===== config.mk =====
export PLATFORM = sky130hd
export DESIGN_NAME = legv8_multicycle_ctrl_flat
export DESIGN_NICKNAME = d
export VERILOG_FILES = /design/src/rtl/legv8_ctrl_pkg.sv /design/src/rtl/legv8_multicycle_ctrl_if.sv /design/src/rtl/legv8_op_decode.sv /design/src/rtl/legv8_multicycle_ctrl.sv /design/src/flat_wrapper.sv
export SDC_FILE = /design/constraint.sdc
export NUM_CORES = 1
export LEC_CHECK = 0
export CORE_MARGIN = 2
export CORE_UTILIZATION = 40
export DETAILED_ROUTE_END_ITERATION = 8
export PLACE_DENSITY = 0.8
export SLEW_MARGIN = 5
export SYNTH_ARGS = -nofsm -noshare
export SYNTH_HDL_FRONTEND = slang
export SYNTH_SLANG_ARGS = --single-unit

===== constraint.sdc =====
create_clock -name clk -period 2.4 [get_ports clk]
set_clock_uncertainty 0.05 [all_clocks]
set_input_delay 0.36 -clock clk [delete_from_list [all_inputs] [get_ports clk]]
set_output_delay 0.36 -clock clk [all_outputs]
set_load 0.05 [all_outputs]

===== src/rtl/legv8_ctrl_pkg.sv =====
// legv8_ctrl_pkg: shared encodings for the LEGv8 multi-cycle sequencer.
// FSM states, opcode constants, ALU_OP codes and instruction classes.
package legv8_ctrl_pkg;

    typedef enum logic [2:0] {
        S_FETCH     = 3'd0,
        S_DECODE    = 3'd1,
        S_EXECUTE   = 3'd2,
        S_MEM       = 3'd3,
        S_WRITEBACK = 3'd4,
        S_HALT      = 3'd5
    } state_e;

    typedef enum logic [2:0] {
        C_RTYPE,
        C_LOAD,
        C_STORE,
        C_CBZ,
        C_ILLEGAL
    } iclass_e;

    // instruction[31:21] opcodes
    localparam logic [10:0] OP_ADD  = 11'd1112;
    localparam logic [10:0] OP_SUB  = 11'd1624;
    localparam logic [10:0] OP_AND  = 11'd1104;
    localparam logic [10:0] OP_ORR  = 11'd1360;
    localparam logic [10:0] OP_LDUR = 11'd1986;
    localparam logic [10:0] OP_STUR = 11'd1984;

    // instruction[31:24] opcode
    localparam logic [7:0]  OP_CBZ  = 8'd180;

    localparam logic [1:0]  ALUOP_LDST  = 2'b00;
    localparam logic [1:0]  ALUOP_CBZ   = 2'b01;
    localparam logic [1:0]  ALUOP_RTYPE = 2'b10;

endpackage


===== src/rtl/legv8_multicycle_ctrl_if.sv =====
// legv8_multicycle_ctrl_if: shared instruction/data memory handshake.
// master = sequencer, slave = memory.
interface legv8_multicycle_ctrl_if;

    logic mem_req;
    logic mem_we;
    logic mem_addr_sel;
    logic mem_ready;

    modport master (
        output mem_req,
        output mem_we,
        output mem_addr_sel,
        input  mem_ready
    );

    modport slave (
        input  mem_req,
        input  mem_we,
        input  mem_addr_sel,
        output mem_ready
    );

endinterface


===== src/rtl/legv8_op_decode.sv =====
// legv8_op_decode: combinational instruction -> class classifier.
// Only the opcode bits take part; operand fields are ignored.
module legv8_op_decode
    import legv8_ctrl_pkg::*;
(
    input  logic [31:0] instruction,
    output iclass_e     iclass
);

    logic [10:0] opc;
    logic        unused_bits;

    assign opc         = instruction[31:21];
    assign unused_bits = ^instruction[20:0];

    // opcode match; the encodings are disjoint so at most one hits
    always_comb begin
        iclass = C_ILLEGAL;
        unique case (1'b1)
            (opc == OP_ADD),
            (opc == OP_SUB),
            (opc == OP_AND),
            (opc == OP_ORR):               iclass = C_RTYPE;
            (opc == OP_LDUR):              iclass = C_LOAD;
            (opc == OP_STUR):              iclass = C_STORE;
            (instruction[31:24] == OP_CBZ): iclass = C_CBZ;
            default:                       iclass = C_ILLEGAL;
        endcase
    end

endmodule


===== src/rtl/legv8_multicycle_ctrl.sv =====
// legv8_multicycle_ctrl: Moore sequencer FETCH/DECODE/EXECUTE/MEM/WB/HALT.
// Optional CTRL_PERF_CNT_EN adds cycle_count and instr_count outputs.
module legv8_multicycle_ctrl
    import legv8_ctrl_pkg::*;
#(
    parameter int MEM_TIMEOUT = 255,
    parameter int CNT_WIDTH   = 32
) (
    input  logic        clk,
    input  logic        rst,
    input  logic [31:0] instruction,
    input  logic        zero,
    legv8_multicycle_ctrl_if.master mem,
    output logic        IR_WRITE,
    output logic        PC_WRITE,
    output logic        PC_SRC,
    output logic        REG2LOC,
    output logic        ALU_SRC,
    output logic        MEM2REG,
    output logic        REG_WRITE,
    output logic        MEM_READ,
    output logic        MEM_WRITE,
    output logic [1:0]  ALU_OP,
    output logic        halted,
    output logic [2:0]  state
`ifdef CTRL_PERF_CNT_EN
    ,
    output logic [CNT_WIDTH-1:0] cycle_count,
    output logic [CNT_WIDTH-1:0] instr_count
`endif
);

    // counter only needs to hold MEM_TIMEOUT-1 before escaping to HALT
    localparam int WW     = (MEM_TIMEOUT > 1) ? $clog2(MEM_TIMEOUT) : 1;
    localparam int LAST_I = (MEM_TIMEOUT > 0) ? MEM_TIMEOUT - 1 : 0;
    localparam logic [WW-1:0] WAIT_LAST = LAST_I[WW-1:0];
    localparam bit TO_EN = (MEM_TIMEOUT != 0);

    if (CNT_WIDTH < 1 || MEM_TIMEOUT < 0) begin : g_param_chk
        $error("legv8_multicycle_ctrl: bad CNT_WIDTH or MEM_TIMEOUT");
    end

    state_e        st;
    state_e        nxt;
    iclass_e       cls;
    iclass_e       dec_cls;
    logic [WW-1:0] wait_cnt;
    logic          waiting;
    logic          fetch_done;

    legv8_op_decode u_dec (
        .instruction (instruction),
        .iclass      (dec_cls)
    );

    // next state, with the memory-wait timeout overriding to HALT
    always_comb begin
        nxt     = st;
        waiting = 1'b0;
        unique case (st)
            S_FETCH: begin
                if (mem.mem_ready) nxt = S_DECODE;
                else               waiting = 1'b1;
            end
            S_DECODE: begin
                nxt = (dec_cls == C_ILLEGAL) ? S_HALT : S_EXECUTE;
            end
            S_EXECUTE: begin
                unique case (cls)
                    C_RTYPE:         nxt = S_WRITEBACK;
                    C_LOAD, C_STORE: nxt = S_MEM;
                    C_CBZ:           nxt = S_FETCH;
                    default:         nxt = S_HALT;
                endcase
            end
            S_MEM: begin
                if (mem.mem_ready)
                    nxt = (cls == C_STORE) ? S_FETCH : S_WRITEBACK;
                else
                    waiting = 1'b1;
            end
            S_WRITEBACK: nxt = S_FETCH;
            default:     nxt = S_HALT;
        endcase
        if (TO_EN && waiting && wait_cnt == WAIT_LAST) nxt = S_HALT;
    end

    // state, class latched in DECODE, wait counter cleared on FETCH/MEM entry
    always_ff @(posedge clk or posedge rst) begin
        if (rst) begin
            st       <= S_FETCH;
            cls      <= C_ILLEGAL;
            wait_cnt <= '0;
        end else begin
            st <= nxt;
            if (st == S_DECODE) cls <= dec_cls;
            if (nxt != st && (nxt == S_FETCH || nxt == S_MEM))
                wait_cnt <= '0;
            else if (TO_EN && waiting)
                wait_cnt <= wait_cnt + 1'b1;
        end
    end

    // strobe decode from state and class; FETCH request held off during rst
    always_comb begin
        mem.mem_req      = 1'b0;
        mem.mem_we       = 1'b0;
        mem.mem_addr_sel = 1'b0;
        REG2LOC          = 1'b0;
        ALU_SRC          = 1'b0;
        MEM2REG          = 1'b0;
        REG_WRITE        = 1'b0;
        MEM_READ         = 1'b0;
        MEM_WRITE        = 1'b0;
        ALU_OP           = ALUOP_LDST;
        unique case (st)
            S_FETCH: mem.mem_req = !rst;
            S_DECODE: begin
                REG2LOC = (dec_cls == C_STORE) || (dec_cls == C_CBZ);
            end
            S_EXECUTE: begin
                unique case (cls)
                    C_RTYPE:         ALU_OP  = ALUOP_RTYPE;
                    C_LOAD, C_STORE: ALU_SRC = 1'b1;
                    C_CBZ:           ALU_OP  = ALUOP_CBZ;
                    default: ;
                endcase
            end
            S_MEM: begin
                mem.mem_req      = 1'b1;
                mem.mem_addr_sel = 1'b1;
                mem.mem_we       = (cls == C_STORE);
                MEM_WRITE        = (cls == C_STORE);
                MEM_READ         = (cls == C_LOAD);
            end
            S_WRITEBACK: begin
                REG_WRITE = 1'b1;
                MEM2REG   = (cls == C_LOAD);
            end
            default: ;
        endcase
    end

    assign fetch_done = (st == S_FETCH) && mem.mem_req && mem.mem_ready;
    assign IR_WRITE   = fetch_done;
    assign PC_SRC     = (st == S_EXECUTE) && (cls == C_CBZ);
    assign PC_WRITE   = fetch_done || (PC_SRC && zero);
    assign halted     = (st == S_HALT);
    assign state      = st;

`ifdef CTRL_PERF_CNT_EN
    // free-running counters, wrapping at 2^CNT_WIDTH
    always_ff @(posedge clk or posedge rst) begin
        if (rst) begin
            cycle_count <= '0;
            instr_count <= '0;
        end else begin
            if (st != S_HALT) cycle_count <= cycle_count + 1'b1;
            if (nxt == S_FETCH &&
                (st == S_EXECUTE || st == S_MEM || st == S_WRITEBACK))
                instr_count <= instr_count + 1'b1;
        end
    end
`endif

endmodule


===== src/flat_wrapper.sv =====
// flat-port wrapper written by rule: the top's interface ports become plain ports
module legv8_multicycle_ctrl_flat import legv8_ctrl_pkg::*;
#(
    parameter int MEM_TIMEOUT = 255,
    parameter int CNT_WIDTH   = 32
)
  (clk, rst, instruction, zero, IR_WRITE, PC_WRITE, PC_SRC, REG2LOC, ALU_SRC, MEM2REG, REG_WRITE, MEM_READ, MEM_WRITE, ALU_OP, halted, state, mem_mem_req, mem_mem_we, mem_mem_addr_sel, mem_mem_ready);
  legv8_multicycle_ctrl_if mem_i ();
  input  logic clk;
  input  logic rst;
  input  logic [31:0] instruction;
  input  logic zero;
  output logic IR_WRITE;
  output logic PC_WRITE;
  output logic PC_SRC;
  output logic REG2LOC;
  output logic ALU_SRC;
  output logic MEM2REG;
  output logic REG_WRITE;
  output logic MEM_READ;
  output logic MEM_WRITE;
  output logic [1:0] ALU_OP;
  output logic halted;
  output logic [2:0] state;
  output wire logic [$bits(mem_i.mem_req)-1:0] mem_mem_req;
  output wire logic [$bits(mem_i.mem_we)-1:0] mem_mem_we;
  output wire logic [$bits(mem_i.mem_addr_sel)-1:0] mem_mem_addr_sel;
  input wire logic [$bits(mem_i.mem_ready)-1:0] mem_mem_ready;
  assign mem_mem_req = mem_i.mem_req;
  assign mem_mem_we = mem_i.mem_we;
  assign mem_mem_addr_sel = mem_i.mem_addr_sel;
  assign mem_i.mem_ready = mem_mem_ready;
  legv8_multicycle_ctrl #(.MEM_TIMEOUT(MEM_TIMEOUT), .CNT_WIDTH(CNT_WIDTH)) u_core (.clk(clk), .rst(rst), .instruction(instruction), .zero(zero), .mem(mem_i), .IR_WRITE(IR_WRITE), .PC_WRITE(PC_WRITE), .PC_SRC(PC_SRC), .REG2LOC(REG2LOC), .ALU_SRC(ALU_SRC), .MEM2REG(MEM2REG), .REG_WRITE(REG_WRITE), .MEM_READ(MEM_READ), .MEM_WRITE(MEM_WRITE), .ALU_OP(ALU_OP), .halted(halted), .state(state));
endmodule

# Yosys cells after proc, flatten, opt, wreduce, memory -nomap -nowiden
# Cells that the tools add are included.
# totals
reg_bits	14
latchBits	0
mem_bits_rw	0
romBits	0
input_bits	36
output_inout_bits	18
word_cells	65
memories	0
# op_classes
n_addsub	1
multipliers	0
n_div	0
magnitude_cmp	0
eq_ne	21
shift	0
muxes	23
bitwise	0
n_reduce_logical	17
# op_table
cell	n
== test 11 bit (second input constant)	6
== test 3 x 2 -> 1 bit (second input constant)	7
== test 8 bit (second input constant)	2
two-way mux 8 bit	2
two-way mux 3 bit	5
case mux 3 bit (5 select lines)	1
case mux 3 bit (4 select lines)	1
two-way mux 1 bit	10
== test 3 bit (second input constant)	3
logical NOT 3 bit	3
case mux 3 bit (3 select lines)	1
adder 8 x 1 -> 8 bit (second input constant)	1
== test 3 x 1 -> 1 bit (second input constant)	2
logical AND 1 bit	6
case mux 2 bit (2 select lines)	1
OR reduction 2 bit	2
OR reduction 4 bit	1
logical OR 1 bit	3
!= test 3 bit	1
two-way mux 2 bit	1
case mux 1 bit (2 select lines)	1
nonzero test 2 bit	1
logical NOT 1 bit	1

# Depth between registers and ports, before layout
# Gate-level depths: netlist of run 1.
# depth
depth_word	11
ltp_mapped	7
ltp_nobuf	7

# Modules after synthesis
# From an unflattened synthesis of run 1, not the netlist that was laid out.
# unflattened
hier_cells	123
hier_area_um2	1097.3
# by_module_without_submodules
mod	n_inst	cells_per_inst	area_each_um2	seq_area_each_um2
legv8_multicycle_ctrl	1	109	989.7	351.6
legv8_op_decode	1	14	107.6	0.0

# Worst setup path before layout of run 1
# No wires, ideal clock.
# synth_timing
kind	reg2out
from	register u_core.st[1], in the netlist u_core.state[1]
to	output mem_mem_we
t_arrival_ps	3321
required_ps	1990
setup_slack_ps	-1331
path_stages_with_launch	5
n_path_buf	2
cell_sequence	dfrtp_1 -> clkbuf_1 -> nand3b_1 -> nor4b_1 -> buf_4
# synth_between
elab_chain_cells	2
# synth_lines
element	line_no	source
start: declaration	legv8_multicycle_ctrl.sv:43	state_e st;
start signal: assignment	legv8_multicycle_ctrl.sv:95	st <= nxt;
== test 3 x 2 -> 1 bit	--	
two-way mux 1 bit	--	
end: declaration	flat_wrapper.sv:26	output wire logic [$bits(mem_i.mem_we)-1:0] mem_mem_we;
# No other way between the ends.

# Worst setup path in the final report of run 1
# layout_timing
from	register u_core.st[2], in the netlist u_core.state[2]
to	output PC_WRITE
# layout_between
elab_chain_cells	5
elab_cells_between_ends	9
cone_classes	eq/ne: 2; mux: 1; reduce/logical: 6
# layout_lines
element	line_no	source
== test 3 x 2 -> 1 bit / logical NOT 3 bit (equally long branches)	legv8_multicycle_ctrl.sv:116, legv8_multicycle_ctrl.sv:144	
case mux 1 bit (2 select lines)	legv8_multicycle_ctrl.sv:116	unique case (st)
logical AND 1 bit (2 in series)	legv8_multicycle_ctrl.sv:144	assign fetch_done = (st == S_FETCH) && mem.mem_req && mem.mem_ready;
logical OR 1 bit (*)	legv8_multicycle_ctrl.sv:147	assign PC_WRITE = fetch_done || (PC_SRC && zero);
end: declaration	flat_wrapper.sv:14	output logic PC_WRITE;
# Every way passes the cells marked *; elsewhere a longest branch is shown, timed or not.

==> results.md, run 1 <==
* EDFF count, synth at 0
* Ys async rst share at between 90% and 100%
* Slew headroom at 66.7%
* Max FO, Critical Path at 4
* Max Clk Rate at between 0.4 and 0.5 GHz
* CP startpoint kind: flip-flop
* Busiest grt layer: met2
* Dpl ws at -0.0252 ns
* Row cnt at 18
* Worst Path Arrival at between 1.5 and 2 ns
* Setup Crit Path Kind: flip-flop to output pin
* Layout area overhead at 62.2%
* Met3 GRT Util at 4.42%
* Number of remaining DRC errors at 0
* # clock sinks at 14
* Status: finished clean
* Largest cells by area after synthesis: dfrtp_1 30%, nor2_1 5.9%, xor2_1 4.8%, nand2_1 3.1%, and2_1 2.9%
* Core area at around 0.0025 mm2
* Routability cong. at about 0.9
* Netlist cell types at 45
* Final worst slack at 0.0683 ns
* Port bufs at 32
* Post-synth top area share at around 30%
* Final Max Tran Viols at 0
* WP data required at 1.99 ns
* Ports at 54
* Most used DFF post-synth: dfrtp_1
* Final min period at 2.33 ns
* Mapped cell area at roughly 0.0011 mm2
* CTS Buffer Depth at 2
* Total CTS buffers at 3
* Clock latency on the worst-skew pair at about 0.29 ns
* Layout cells sized above 1 at about a third
* DR WL/cell at 15.3 um
* Max H-tree Level at 1
* Post-route ant nets at 0
* Leading area contributor after synthesis: dfrtp_1
* Yosys reg bits at 14
* Fill cells at between 200 and 250
* Final worst-path cycle share at a little over nine tenths
* Post-DP HPWL at 2380 um
* GRT Util Overall at 19.8%
* Max Cap Viol at 0
* Commonest non-fill, non-tap cell in the layout: buf_4
* Fin util at between 60% and 70%
* Initial Utilization at ~43%
* WL final at slightly above 3000 um
* Worst Hold Class: input pin to asynchronous set/reset pin
* Slew at the pin closest to its max-slew limit at between 0.4 and 0.5 ns
* Ys Warns at 0
* Fin. Hold Viols at 0
* Total gr overflow at 0
* Full die area at 0.00315 mm2
* Final nets at 213
* PwrDens at 711 mW/mm2
* Clk pin slew, worst setup/hold paths at approximately 0.090 ns
* Gate Count Post-Synth at about 130
* Most frequent cells in the layout: 25 x buf_4, 18 x clkdlybuf4s50_1, 15 x nor2_1
* Fin Setup TNS at 0 ns
* Die X at around 56 um
* First-pass GRT wire length at 4990 um
* Grt met2 use at around a third
* Initial antenna violation count at 0
* Die Ht at roughly 56 um
* Total power at 1.25 mW
* Initial drt markers at 49
* Synth Area per Inst at a little under 9 um2
* Number of diodes at 0
* Largest net degree at the start of global routing at 15
* Hold-fix buffers, CTS at 0
* Vias in the first global route at 1097
* Capturing element type of the critical path: output pin
* DR vias at roughly 1100
* Static Leak at 0.770 nW
* First-pass DRT Iterations at 4
* CTS tree: built
* Seq/Total Area, Yosys at between 30% and 40%
* Final setup viols at 0
* M1 GR Usage at 22.9%
* Clock Tree Root: clkbuf_4
* Synth Net Count at ~160
* VDD IR max at 0.000592 V
* Via/cell ratio at 5.54
[routing by layer]
layer	vias up	part of all wire (%)
met3	10	3.4
met5	-	0
met2	36	53
li1	547	-
met4	0	2.2
met1	537	41
[cell usage after synthesis (all sizes together) (2+ instances only)]
cell type / n
nand3b: 2
inv: 4
and2: 5
a21o: 4
a211oi: 2
nor2: 17
o22ai: 2
and3: 3
xor2: 6
clkbuf: 6
nor4b: 3
buf: 2
xnor2: 3
dfrtp: 13
a21oi: 5
nor3: 3
nand3: 5
nand2: 9
nor4bb: 2
nand4: 3
ha: 2
or3b: 2
nand2b: 4
[flip-flops by register name, summed over array words and instances (netlist names)]
| register | cells |
|---|---|
| u_core.cls | 3 |
| u_core.wait_cnt | 8 |
| u_core.state | 3 |
[logic make-up after synthesis]
group,synth area share (%)
DFF,32.4
and+or+nand+nor,34.3
adders and majority gates,2.30
muxes,0.922
buffers and inverters,4.84
AOI/OAI and AO/OA,18.0
xor gates and xnor gates,7.26
[power breakdown]
group,total (mW),switching [mW],internal (mW)
clock network,0.175,0.0826,0.0925
registers,0.369,0.0768,0.292
logic,0.709,0.407,0.301
[final timing paths]
path / startpoint / to / slack [ns] / depth (start not counted)
setup / recovery: u_core.state[2]$_DFF_PP0_ / PC_WRITE / 0.07 / 5
hold / removal: rst / u_core.wait_cnt[1]$_DFFE_PP0P_ / 0.39 / 3
setup reg to reg: u_core.state[2]$_DFF_PP0_ / u_core.wait_cnt[1]$_DFFE_PP0P_ / 0.30 / 6
hold reg to reg: u_core.wait_cnt[4]$_DFFE_PP0P_ / u_core.wait_cnt[4]$_DFFE_PP0P_ / 0.52 / 2
max in group asynchronous: rst / u_core.cls[2]$_DFFE_PP1P_ / 1.67 / 3
min in group clk: u_core.wait_cnt[4]$_DFFE_PP0P_ / u_core.wait_cnt[4]$_DFFE_PP0P_ / 0.52 / 2
[worst max-delay path, cell delays in order (launching register included)]
cell	delay, ns
dfrtp_2	0.44
or4b_4	0.54
buf_4	0.17
nor2_4	0.16
a21o_1	0.18
buf_12	0.14
[layout make-up]
class	instances	area [um2]	share of cell area, %
Timing Repair Buffer	53	568	32.2
Multi-Input combinational cell	99	749	42.5
Tap cell	30	37.5	2.13
Sequential cell	14	355	20.2
Inverter	4	15.0	0.852
Clock buffer	4	36.3	2.06
[metrics by stage]
stage | std cells | hold slack [ns] | instance area, um2
global placement | 193 | 0.476 | 1660
finish | 204 | 0.394 | 1760
CTS | 199 | 0.398 | 1720
detailed placement | 193 | 0.500 | 1660
global route | 204 | 0.398 | 1760
floorplan | 125 | 0.206 | 1150
[timing repair]
item                       in CTS  in global routing
setup buffers                   2                  5
pin swaps                       2                  2
gates resized for setup         1                  1
setup endpoints to repair       2                  2
Note: power is estimated with default switching activity, not from simulation.
==> run 2: changes to the inputs <==
--- a/config.mk
+++ b/config.mk
@@ -6,9 +6,9 @@
 export NUM_CORES = 1
 export LEC_CHECK = 0
 export CORE_MARGIN = 2
-export CORE_UTILIZATION = 40
+export CORE_UTILIZATION = 35
 export DETAILED_ROUTE_END_ITERATION = 8
-export PLACE_DENSITY = 0.8
+export PLACE_DENSITY = 0.71
 export SLEW_MARGIN = 5
 export SYNTH_ARGS = -nofsm -noshare
 export SYNTH_HDL_FRONTEND = slang
==> results.md, run 2 (synthesis gave the netlist of run 1 again) <==
* Status: finished clean
* Fin util at 59.2% (-11 points)
* Number of remaining DRC errors at 0 (unchanged)
* Internal power at 0.698 mW (+1.8%)
* Top delay family on crit path: simple AND/OR/NAND/NOR gates
* Full die area at 0.00356 mm2 (+13%)
* Crit path buf inv count at 1 (-1)
* First-pass GRT wire length at 4970 um (-0.28%)
* Worst Hold Class: input pin to asynchronous set/reset pin
* Sw Ratio at 44.3% (-0.95 points)
* VDD IR max at 0.000364 V (-39%)
* DR vias at 1122 (-0.71%)
* Seq pwr share at 29.5% (about the same)
* Final min period at 2.36 ns (+0.0286 ns)
* Vias in the first global route at 1076 (-1.9%)
* CP startpoint kind: flip-flop
* Post-DP HPWL at 2310 um (-3.2%)
* Comb power frac at 56.9% (+0.3 points)
* Max Cap Viol at 0 (unchanged)
* Via/cell ratio at 5.37 (-3.1%)
* Initial antenna violation count at 0 (unchanged)
* Final nets at 215 (+0.94%)
* Hold-fix buffers, CTS at 0 (unchanged)
* Total power at 1.25 mW (about the same)
* Die X at 59.7 um (+6.4%)
* Layout cells sized above 1 at 35.2% (+0.17 points)
* Clock latency on the worst-skew pair at 0.28 ns (about the same)
* Critical path, cell by cell: or3b_4, nor4_4, a21boi_4, buf_12
* Crit-path slowest cell: dfrtp_2
* Ports at 54 (unchanged)
* WP data required at 1.99 ns (about the same)
* CTS tree: built
* Total gr overflow at 0 (unchanged)
* Static Leak at 0.777 nW (+0.91%)
* Final Max Tran Viols at 0 (unchanged)
* Core area at 0.00300 mm2 (+19%)
* Largest register FFs at 8 (unchanged)
* Max Clk Rate at 0.424 GHz (-1.2%)
* CTS Buffer Depth at 2 (unchanged)
* Number of diodes at 0 (unchanged)
* Worst Path Arrival at 1.95 ns (+0.03 ns)
* Capturing element type of the critical path: output pin
* Port bufs at 32 (unchanged)
* Power share of the clock group at 13.6% (-0.4 points)
* Routability cong. at 0.893 (-2.9%)
* Final setup viols at 0 (unchanged)
* Initial drt markers at 40 (-18%)
* Total CTS buffers at 3 (unchanged)
* PwrDens at 705 mW/mm2 (-0.81%)
* Max H-tree Level at 1 (unchanged)
* GRT Util Overall at 18.4% (-1.4 points)
* Slew headroom at 66.8% (about the same)
* Design area at 0.00178 mm2 (+0.85%)
* Initial Utilization at 36.2% (-6.9 points)
* Clk pin slew, worst setup/hold paths at 0.08 ns (about the same)
* RSZ-0062 raised after global routing: yes
* Switch Pwr at 0.555 mW (-2.1%)
* DR WL/cell at 14.5 um (-5.1%)
* Layout area overhead at 63.6%
* Most frequent cells in the layout: 27 x buf_4, 18 x clkdlybuf4s50_1, 15 x nor2_1
* Setup Crit Path Kind: flip-flop to output pin
* Row cnt at 20 (+2)
* Largest net degree at the start of global routing at 15 (unchanged)
* Max FO, Critical Path at 9 (+5)
* Placed Area at 0.00167 mm2 (+0.23%)
* Top reg by flops: u_core.wait_cnt
* # clock sinks at 14 (unchanged)
* Final worst-path cycle share at 98.3% (+1.2 points)
* Clock Tree Root: clkbuf_4
* Fin. Hold Viols at 0 (unchanged)
* Slew at the pin closest to its max-slew limit at 0.491 ns (-0.00633 ns)
* First-pass DRT Iterations at 4 (unchanged)
* Die Ht at 59.7 um (+6.4%)
* Post-route ant nets at 0 (unchanged)
* Commonest non-fill, non-tap cell in the layout: buf_4
* WL final at 3020 um (-2.8%)
* CP max stage delay at 0.48 ns (-0.06 ns)
[run 2: area by class of cell]
type / instances / area (um2)
Fill cell: 264 / 1230
Timing Repair Buffer: 55 / 583
Inverter: 4 / 15.0
Tap cell: 33 / 41.3
Sequential cell: 14 / 355
Clock buffer: 4 / 36.3
Multi-Input combinational cell: 99 / 746
[run 2: through the flow]
step / worst slack [ns] / setup TNS (ns) / cells / hold WS (ns)
after floorplan: -0.0557 / -0.0878 / 125 / 0.206
after global placement: 0.0793 / 0 / 196 / 0.468
after detailed placement: 0.0435 / 0 / 196 / 0.481
after CTS: 0.0217 / 0 / 206 / 0.393
after global routing: -0.0254 / -0.0254 / 209 / 0.408
final: 0.0398 / 0 / 209 / 0.392
[run 2: layer usage]
layer | up-vias | track usage (%) | share of wire [%]
met2 | 32 | 34.9 | 53
met5 | - | 0 | 0
li1 | 549 | - | -
met4 | 0 | 3.17 | 0.56
met3 | 2 | 3.68 | 4.7
met1 | 539 | 21.3 | 42
[run 2: worst register-to-register path: cells and delay by family, from the launching register on]
kind | cells | cell delay, ns
simple gates | 2 | 0.76
compound gates | 3 | 0.38
buf+inv | 2 | 0.38
flops | 1 | 0.48
[run 2: repair_timing]
item                                    4_1_cts  5_1_grt
endpoints found under the setup margin        2        2
setup buffers                                 6        3
gates resized for setup                       1        0
pin swaps                                     1        2
[run 2: power by group through the flow]
stage               Sequential (mW)  Combinational, mW  Clock, mW
floorplan                     0.412              0.398          0
global placement              0.396              0.610          0
detailed placement            0.400              0.619          0
CTS                           0.368              0.711      0.174
global route                  0.378              0.771      0.182
finish                        0.369              0.714      0.170
[run 2: path summary, 6_finish.rpt]
check / from / cells past startpoint / slack (ns) / end
worst max-delay path: u_core.state[1]$_DFF_PP0_ / 4 / 0.04 / REG2LOC
worst min-delay path: rst / 3 / 0.39 / u_core.cls[1]$_DFFE_PP0P_
worst max register to register: u_core.state[1]$_DFF_PP0_ / 7 / 0.23 / u_core.wait_cnt[1]$_DFFE_PP0P_
worst min register to register: u_core.wait_cnt[7]$_DFFE_PP0P_ / 2 / 0.50 / u_core.wait_cnt[7]$_DFFE_PP0P_
max in group asynchronous: rst / 3 / 1.67 / u_core.cls[2]$_DFFE_PP1P_
min in group clk: u_core.wait_cnt[7]$_DFFE_PP0P_ / 2 / 0.50 / u_core.wait_cnt[7]$_DFFE_PP0P_
==> run 3: changes to the inputs <==
--- a/config.mk
+++ b/config.mk
@@ -8,7 +8,8 @@
 export CORE_MARGIN = 2
 export CORE_UTILIZATION = 35
 export DETAILED_ROUTE_END_ITERATION = 8
-export PLACE_DENSITY = 0.71
+export GPL_ROUTABILITY_DRIVEN = 0
+export PLACE_DENSITY = 0.74
 export SLEW_MARGIN = 5
 export SYNTH_ARGS = -nofsm -noshare
 export SYNTH_HDL_FRONTEND = slang
==> constraint.sdc (replaced) <==
create_clock -name clk -period 1.99 [get_ports clk]
set_clock_uncertainty 0.05 [all_clocks]
set_input_delay 0.2985 -clock clk [delete_from_list [all_inputs] [get_ports clk]]
set_output_delay 0.2985 -clock clk [all_outputs]
set_load 0.05 [all_outputs]
==> results.md, run 3 (synthesis gave the netlist of run 1 again) <==
* Final setup viols at 18 (+18)
* Slew headroom at 70.2% (+3.4 points)
* Total gr overflow at 0 (unchanged)
* Number of diodes at 0 (unchanged)
* Total CTS buffers at 3 (unchanged)
* Final min period at 2.23 ns
* Vias in the first global route at 1254 (+17%)
* Post-route ant nets at 0 (unchanged)
* Largest net degree at the start of global routing at 15 (unchanged)
* Placed cells at 212 (+8.2%)
* Port bufs at 32 (unchanged)
* Worst Path Arrival at 1.88 ns (-0.07 ns)
* Clk pin slew, worst setup/hold paths at 0.09 ns (about the same)
* CP startpoint kind: flip-flop
* Max H-tree Level at 1 (unchanged)
* R2r endpoint: u_core.wait_cnt[1]$_DFFE_PP0P_
* Max Clk Rate at approximately 0.45 GHz
* WP data required at 1.64 ns (-0.35 ns)
* Top reg by flops: u_core.wait_cnt
* Post-DP HPWL at 2450 um (+6.4%)
* Most frequent cells in the layout: 46 x buf_4, 15 x buf_12, 14 x clkdlybuf4s50_1
* Initial drt markers at 55 (+38%)
* Max FO, Critical Path at 4 (-5)
* Worst Hold Class: input pin to asynchronous set/reset pin
* Fin. Hold Viols at 0 (unchanged)
* # clock sinks at 14 (unchanged)
* Core area at 0.00300 mm2 (unchanged)
* CTS Buffer Depth at 2 (unchanged)
* DR WL/cell at 16.7 um (+15%)
* Final Max Tran Viols at 0 (unchanged)
* VDD IR max at 0.000443 V (+22%)
* Setup Crit Path Kind: flip-flop to output pin
* Status: finished with violations
* Clock latency on the worst-skew pair at 0.28 ns (about the same)
* Ports at 54 (unchanged)
* Row cnt at 20 (unchanged)
* Max Cap Viol at 0 (unchanged)
* Static Leak at 0.915 nW (+18%)
* R2R depth at 8 (+1)
* Critical path, cell by cell: or3b_4, nor4_4, a21boi_4, buf_12
* RSZ-0062 raised after global routing: yes
* Layout cells sized above 1 at 51.0% (+16 points)
* Total power at 1.82 mW (+45%)
* RR Startpoint: u_core.state[1]$_DFF_PP0_
* First-pass GRT wire length at 5530 um (+11%)
* CTS tree: built
* Final worst slack at -0.237 ns (-0.277 ns)
* Die X at 59.7 um (unchanged)
* Via/cell ratio at 5.59 (+4.2%)
* DR vias at 1314 (+17%)
* Slew at the pin closest to its max-slew limit at 0.441 ns (-0.0496 ns)
* First-pass DRT Iterations at 4 (unchanged)
* Layout area overhead at 95.2%
* Dpl ws at -0.312 ns (-0.356 ns)
* Full die area at 0.00356 mm2 (unchanged)
* Fin util at 70.6% (+11 points)
* Commonest non-fill, non-tap cell in the layout: buf_4
* Fin cells at 235 (+12%)
* Hold-fix buffers, CTS at 0 (unchanged)
* Capturing element type of the critical path: output pin
* Failing checks: negative setup slack
* Final nets at 241 (+12%)
* Initial antenna violation count at 0 (unchanged)
* Final worst-path cycle share at 112%
* Largest register FFs at 8 (unchanged)
* GRT Util Overall at 20.1% (+1.7 points)
* Initial Utilization at 36.2% (unchanged)
* Crit-path slowest cell: dfrtp_2
* CP max stage delay at 0.44 ns (-0.04 ns)
* R2r setup slk at -0.16 ns (-0.39 ns)
* WL final at 3920 um (+30%)
* PwrDens at 857 mW/mm2 (+21%)
* Clock Tree Root: clkbuf_4
* Die Ht at 59.7 um (unchanged)
* Number of remaining DRC errors at 0 (unchanged)
==> run 3: repair_timing <==
item,4_1_cts,5_1_grt
endpoints found under the setup margin,18,19
gates cloned,0,0
setup buffers,11,8
gates resized for setup,14,5
pin swaps,7,8
==> run 3: worst max-delay path by stage <==
stage / startpoint / end / slack, ns / depth (start not counted)
after floorplan: u_core.state[1]$_DFF_PP0_ / mem_mem_we / -0.28 / 4
after global placement: instruction[31] / u_core.wait_cnt[1]$_DFFE_PP0P_ / -0.27 / 7
after detailed placement: instruction[31] / u_core.wait_cnt[1]$_DFFE_PP0P_ / -0.31 / 7
after CTS: u_core.state[1]$_DFF_PP0_ / REG2LOC / -0.20 / 4
after global routing: u_core.state[1]$_DFF_PP0_ / REG2LOC / -0.27 / 4
final: u_core.state[2]$_DFF_PP0_ / REG2LOC / -0.24 / 4
==> run 3: metal layers <==
| metal | GRT usage [%] | vias up | share of wire, % |
|---|---|---|---|
| li1 | - | 605 | - |
| met1 | 24.7 | 636 | 41 |
| met2 | 35.1 | 59 | 52 |
| met3 | 3.25 | 14 | 4.0 |
| met4 | 7.30 | 0 | 3.0 |
| met5 | 0 | - | 0 |
==> run 3: area by class of cell <==
class	instances	area [um2]
Clock buffer	4	26.3
Fill cell	197	883
Inverter	4	15.0
Multi-Input combinational cell	99	828
Sequential cell	14	355
Tap cell	33	41.3
Timing Repair Buffer	81	853
==> run 3: worst max-delay path, delay by kind of cell, from the launching register on <==
family / cells / cell delay (ns)
compound gates: 1 / 0.26
simple gates: 2 / 0.75
flops: 1 / 0.44
buf+inv: 1 / 0.15
==> run 3: power breakdown <==
part / leakage, nW / total, mW / internal (mW) / switching [mW]
combinational: 0.720 / 1.24 / 0.578 / 0.666
sequential: 0.180 / 0.408 / 0.351 / 0.0573
clock: 0.0150 / 0.163 / 0.0777 / 0.0855
==> run 3: per-stage QoR <==
stage | TNS (ns) | hold WS [ns] | area [um2]
after floorplan | -1.86 | 0.145 | 1200
after global placement | -2.01 | 0.484 | 1870
after detailed placement | -2.51 | 0.499 | 1870
after CTS | -1.66 | 0.353 | 2040
after global routing | -3.32 | 0.376 | 2120
final | -2.38 | 0.347 | 2120
==> RTL change 1 (config.mk and constraints of run 3) <==
The 5 values of `iclass_e` get a one-hot encoding in 5 bits.
--- a/src/rtl/legv8_ctrl_pkg.sv
+++ b/src/rtl/legv8_ctrl_pkg.sv
@@ -11,12 +11,12 @@
         S_HALT      = 3'd5
     } state_e;
 
-    typedef enum logic [2:0] {
-        C_RTYPE,
-        C_LOAD,
-        C_STORE,
-        C_CBZ,
-        C_ILLEGAL
+    typedef enum logic [4:0] {
+        C_RTYPE   = 5'b00001,
+        C_LOAD    = 5'b00010,
+        C_STORE   = 5'b00100,
+        C_CBZ     = 5'b01000,
+        C_ILLEGAL = 5'b10000
     } iclass_e;
 
     // instruction[31:21] opcodes
Behaviour: no difference found for any inputs over 10 cycles, from zero or initial values and one cycle with rst high; not proved beyond that.
==> RTL change 1 against run 3 <==
The flow still finishes with violations (setup timing). Combinational power is 27% higher. Cell area is 14% higher. Highest routed layer unchanged. Largest power group unchanged. Critical endpoint is now u_core.wait_cnt[4]. Clock power increased by 45%. Die area increased by 6.2%. Routed wire length increased by 34%. Sequential power is 5.9% higher. Sequential cell count is 2 higher. Worst setup slack got worse by 150 ps. Power increased by 24%. Critical path depth increased by 4. First-iteration DRC count up 47%. Area after synthesis rose by 6.7%. Cell count up 15%.
==> RTL change 1: results (changes against run 3) <==
layout:
  diodes: 0  # unchanged
  nets: 265  # +10%
  drive_above_1_share: 0.5708  # +0.06090
placed_design:
  dp_hpwl_um: 2854  # +16%
run_status:
  violations: "setup timing"
  status: "complete, but fails checks"
pwr:
  vdd_drop_max_v: 0.0006064  # +37%
  swShare: 0.4626  # +0.01731
  p_leak_uw: 0.001089  # +19%
yosys:
  yosys-top-cells-count: "18 x nor2_1, 16 x nand2_1, 15 x dfrtp_1"
  synth_fp_nets: 177  # +8.6%
  yosysWarnings: 0  # unchanged
  synthFlopType: "dfrtp_1"
  async_reset_ff_frac: 1.000  # unchanged
  ys_types: 39  # -13%
  synth_area_leaders: "dfrtp_1 32%, xor2_1 6.8%, nor2_1 5.8%"
  ys_seq_area_frac: 0.3467  # +0.02292
  synthMostInstantiatedCell: "nor2_1"
timing:
  setup_ws_ps: -383.5  # -146.2 ps
  holdWs_ps: 327.2  # -19.43 ps
  setup_viol: 19  # +1
  worst_slew_pin_slew_ps: 442.4  # +1.073 ps
global_routing:
  antenna_found_initial: 0  # unchanged
  grt_pass1_wl_um: 6934  # +25%
  grt_usage: 0.2536  # +0.05276
  grt_max_degree: 17  # +2
drt:
  vias: 1545  # +18%
  drt-initial-drc-count: 81  # +47%
  drtPass1Iterations: 5  # +1
  totalWireLength_um: 5258  # +34%
critical_path:
  crit_start: "u_core.cls[3]"
  path_max_fanout: 3  # -1
  cp.arrival_ps: 2520  # +640 ps
  r2r_end: "u_core.wait_cnt[4]"
cts:
  clk_latency_ps: 310  # +30 ps
  cts-root-buf: "clkbuf_4"
  clk_pin_slew_worst_paths_ps: 110  # +20 ps
hold_path:
  hp-class: "input port to asynchronous set/reset pin"
RTL change 1: stage by stage:
stage               area, um^2  TNS, ps  std cells  setup WS [ps]
floorplan                 1279    -4614        139         -458.9
global placement          2043    -4328        249         -477.4
detailed placement        2043    -5652        249         -579.1
CTS                       2292    -3273        269         -275.3
global route              2411    -5367        270         -455.3
finish                    2411    -4416        270         -383.5
RTL change 1: area by class of cell:
| cell class | instances | area [um^2] |
|---|---|---|
| Clock buffer | 4 | 36.28 |
| Tap cell | 44 | 55.05 |
| Timing Repair Buffer | 90 | 912.1 |
| Fill cell | 188 | 691.9 |
| Sequential cell | 16 | 405.4 |
| Multi-Input combinational cell | 110 | 979.7 |
| Inverter | 6 | 22.52 |
RTL change 1: worst max-delay path by stage:
| stage | end | slack, ps | cells past startpoint |
|---|---|---|---|
| 2_1_floorplan | PC_WRITE | -460 | 5 |
| 3_3_place_gp | u_core.wait_cnt[1] | -480 | 9 |
| 3_5_place_dp | REG2LOC | -580 | 6 |
| 4_1_cts | PC_WRITE | -280 | 6 |
| 5_1_grt | u_core.wait_cnt[4] | -460 | 8 |
| 6_report | u_core.wait_cnt[4] | -380 | 8 |
RTL change 1: timing repair:
action	4_1_cts	5_1_grt
setup buffers	17	2
hold endpoints to repair	0	0
gates resized for setup	37	34
pin swaps	19	17
endpoints found under the setup margin	18	20
RTL change 1: power by group through the flow:
stage	sequential [uW]	combinational, uW	clock (uW)
finish	432	1580	236
global placement	430	1200	0
CTS	424	1350	221
global route	440	1640	240
floorplan	520	627	0
detailed placement	433	1230	0
RTL change 1: critical path, stage by stage, from the launching register on:
cell and delay [ps]:
dfrtp_1 410, or3_1 390, o32a_1 440, inv_1 140, a311oi_1 80, buf_4 170
a311oi_4 320, buf_4 210, nor2_1 50
RTL change 1: routing by layer:
layer  part of all wire  GRT usage
met1               0.35     0.2711
met2               0.53     0.4737
met3              0.058    0.02521
met4              0.068     0.1520
met5                  0          0
RTL change 1: cells by family (layout without fill, tap and decap cells):
kind of cell | count (synthesis) | in the layout | synth area share
flip-flops | 16 | 16 | 0.3467
adder cells (fa/ha/maj) | 2 | 2 | 0.02159
AO/OA/AOI/OAI | 19 | 19 | 0.1199
AND/OR/NAND/NOR | 77 | 77 | 0.3564
XOR/XNOR | 11 | 11 | 0.08316
multiplexers | 1 | 1 | 0.008640
buffers and inverters | 13 | 100 | 0.06371
==> RTL change 2 (settings of run 3) <==
Without the edit above. `MEM_TIMEOUT` is set to 255 in 2 places; all go to 510.
--- a/src/rtl/legv8_multicycle_ctrl.sv
+++ b/src/rtl/legv8_multicycle_ctrl.sv
@@ -3,7 +3,7 @@
 module legv8_multicycle_ctrl
     import legv8_ctrl_pkg::*;
 #(
-    parameter int MEM_TIMEOUT = 255,
+    parameter int MEM_TIMEOUT = 510,
     parameter int CNT_WIDTH   = 32
 ) (
     input  logic        clk,
--- a/src/flat_wrapper.sv
+++ b/src/flat_wrapper.sv
@@ -1,7 +1,7 @@
 // flat-port wrapper written by rule: the top's interface ports become plain ports
 module legv8_multicycle_ctrl_flat import legv8_ctrl_pkg::*;
 #(
-    parameter int MEM_TIMEOUT = 255,
+    parameter int MEM_TIMEOUT = 510,
     parameter int CNT_WIDTH   = 32
 )
   (clk, rst, instruction, zero, IR_WRITE, PC_WRITE, PC_SRC, REG2LOC, ALU_SRC, MEM2REG, REG_WRITE, MEM_READ, MEM_WRITE, ALU_OP, halted, state, mem_mem_req, mem_mem_we, mem_mem_addr_sel, mem_mem_ready);
Behaviour: no difference found for any inputs over 10 cycles, from zero or initial values and one cycle with rst high; that may be too few to reach the edited logic, so the function may still have changed.
==> RTL change 2 against run 3 <==
Cell count shrank 6.0%. Combinational power shrank 18%. Worst setup slack gained 300 ps. Power shrank 8.1%. Sequential share of layout area grew 3.2 points. Area after synthesis grew 3.2%. Routed wire length shrank 18%. Clock power grew 8%. Cell area shrank 10%. Hold slack gained 70 ps. Synthesized cell count grew 3.2%. Sequential cell count grew 1.
==> RTL change 2: results (changes against run 3) <==
yosys:
  synth_area_leaders: "dfrtp_1 31%, nor2_1 8.0%, buf_6 4.0%"
  synthAdderAreaFrac: 0.03125  # +0.008209
  yosys-top-cells-count: "24 x nor2_1, 14 x dfrtp_1, 7 x nand2_1"
  synth-xor-area-share: 0.07813  # +0.005544
  synth-compound-area-share: 0.1607  # -0.01901
  synthCells: 129  # +3.2%
  ys_types: 44  # -2.2%
global_routing:
  grtUsageMet3: 0.02772  # -0.004749
  grt_pass1_wl_um: 5057  # -8.6%
  met2_usage: 0.3241  # -0.02681
  grt_use_met1: 0.2334  # -0.01321
critical_path:
  crit_path_end: "PC_WRITE"
  path_max_fanout: 6  # +2
  r2r_cells: 7  # -1
cts:
  cts_resized: 7  # -7
drt:
  met1_length_um: 1235  # -23%
  wl_met3_um: 130  # -16%
  totalWireLength_um: 3229  # -18%
  dr_wl_met2_um: 1784  # -12%
timing:
  holdWs_ps: 416.5  # +69.84 ps
  post-route-period-util: 0.9669  # -0.1524
layout:
  fill_cells: 252  # +28%
  largest_register_ffs: 9  # +1
pwr:
  vdd_drop_max_v: 0.0002849  # -36%
placed_design:
  dp_hpwl_um: 2329  # -5.1%
run_status:
  status: "finished, final reports clean"
## RTL change 2: changes by cell type after synthesis, sizes merged, moves of 3 or more
cell | run 3 | this run
nor2 | 17 | 24
buf | 2 | 8
clkbuf | 6 | 1
and2 | 5 | 2
nand4 | 3 | 6
## RTL change 2: area by class of cell
type,count,area [um^2],area share
multi-input cells,99,775.7,0.4066
inverters,6,26.28,0.01377
clock buffers,4,26.28,0.01377
well taps,44,55.05,0.02885
flip-flops and latches,15,380.4,0.1993
repair buffers,53,644.4,0.3377
## RTL change 2: logic make-up (layout without fill, tap and decap cells)
family                     Yosys count  count (layout)
and+or+nand+nor                     64              64
AOI/OAI and AO/OA                   21              21
DFF                                 15              15
buffers and inverters               15              63
xor gates and xnor gates            10              10
adders and majority gates            3               3
muxes                                1               1
## RTL change 2: power by group
part	internal, uW	total, uW	switching [uW]
sequential	372	473	101
clock	78.0	176	98.4
combinational	454	1020	565
total	904	1670	765
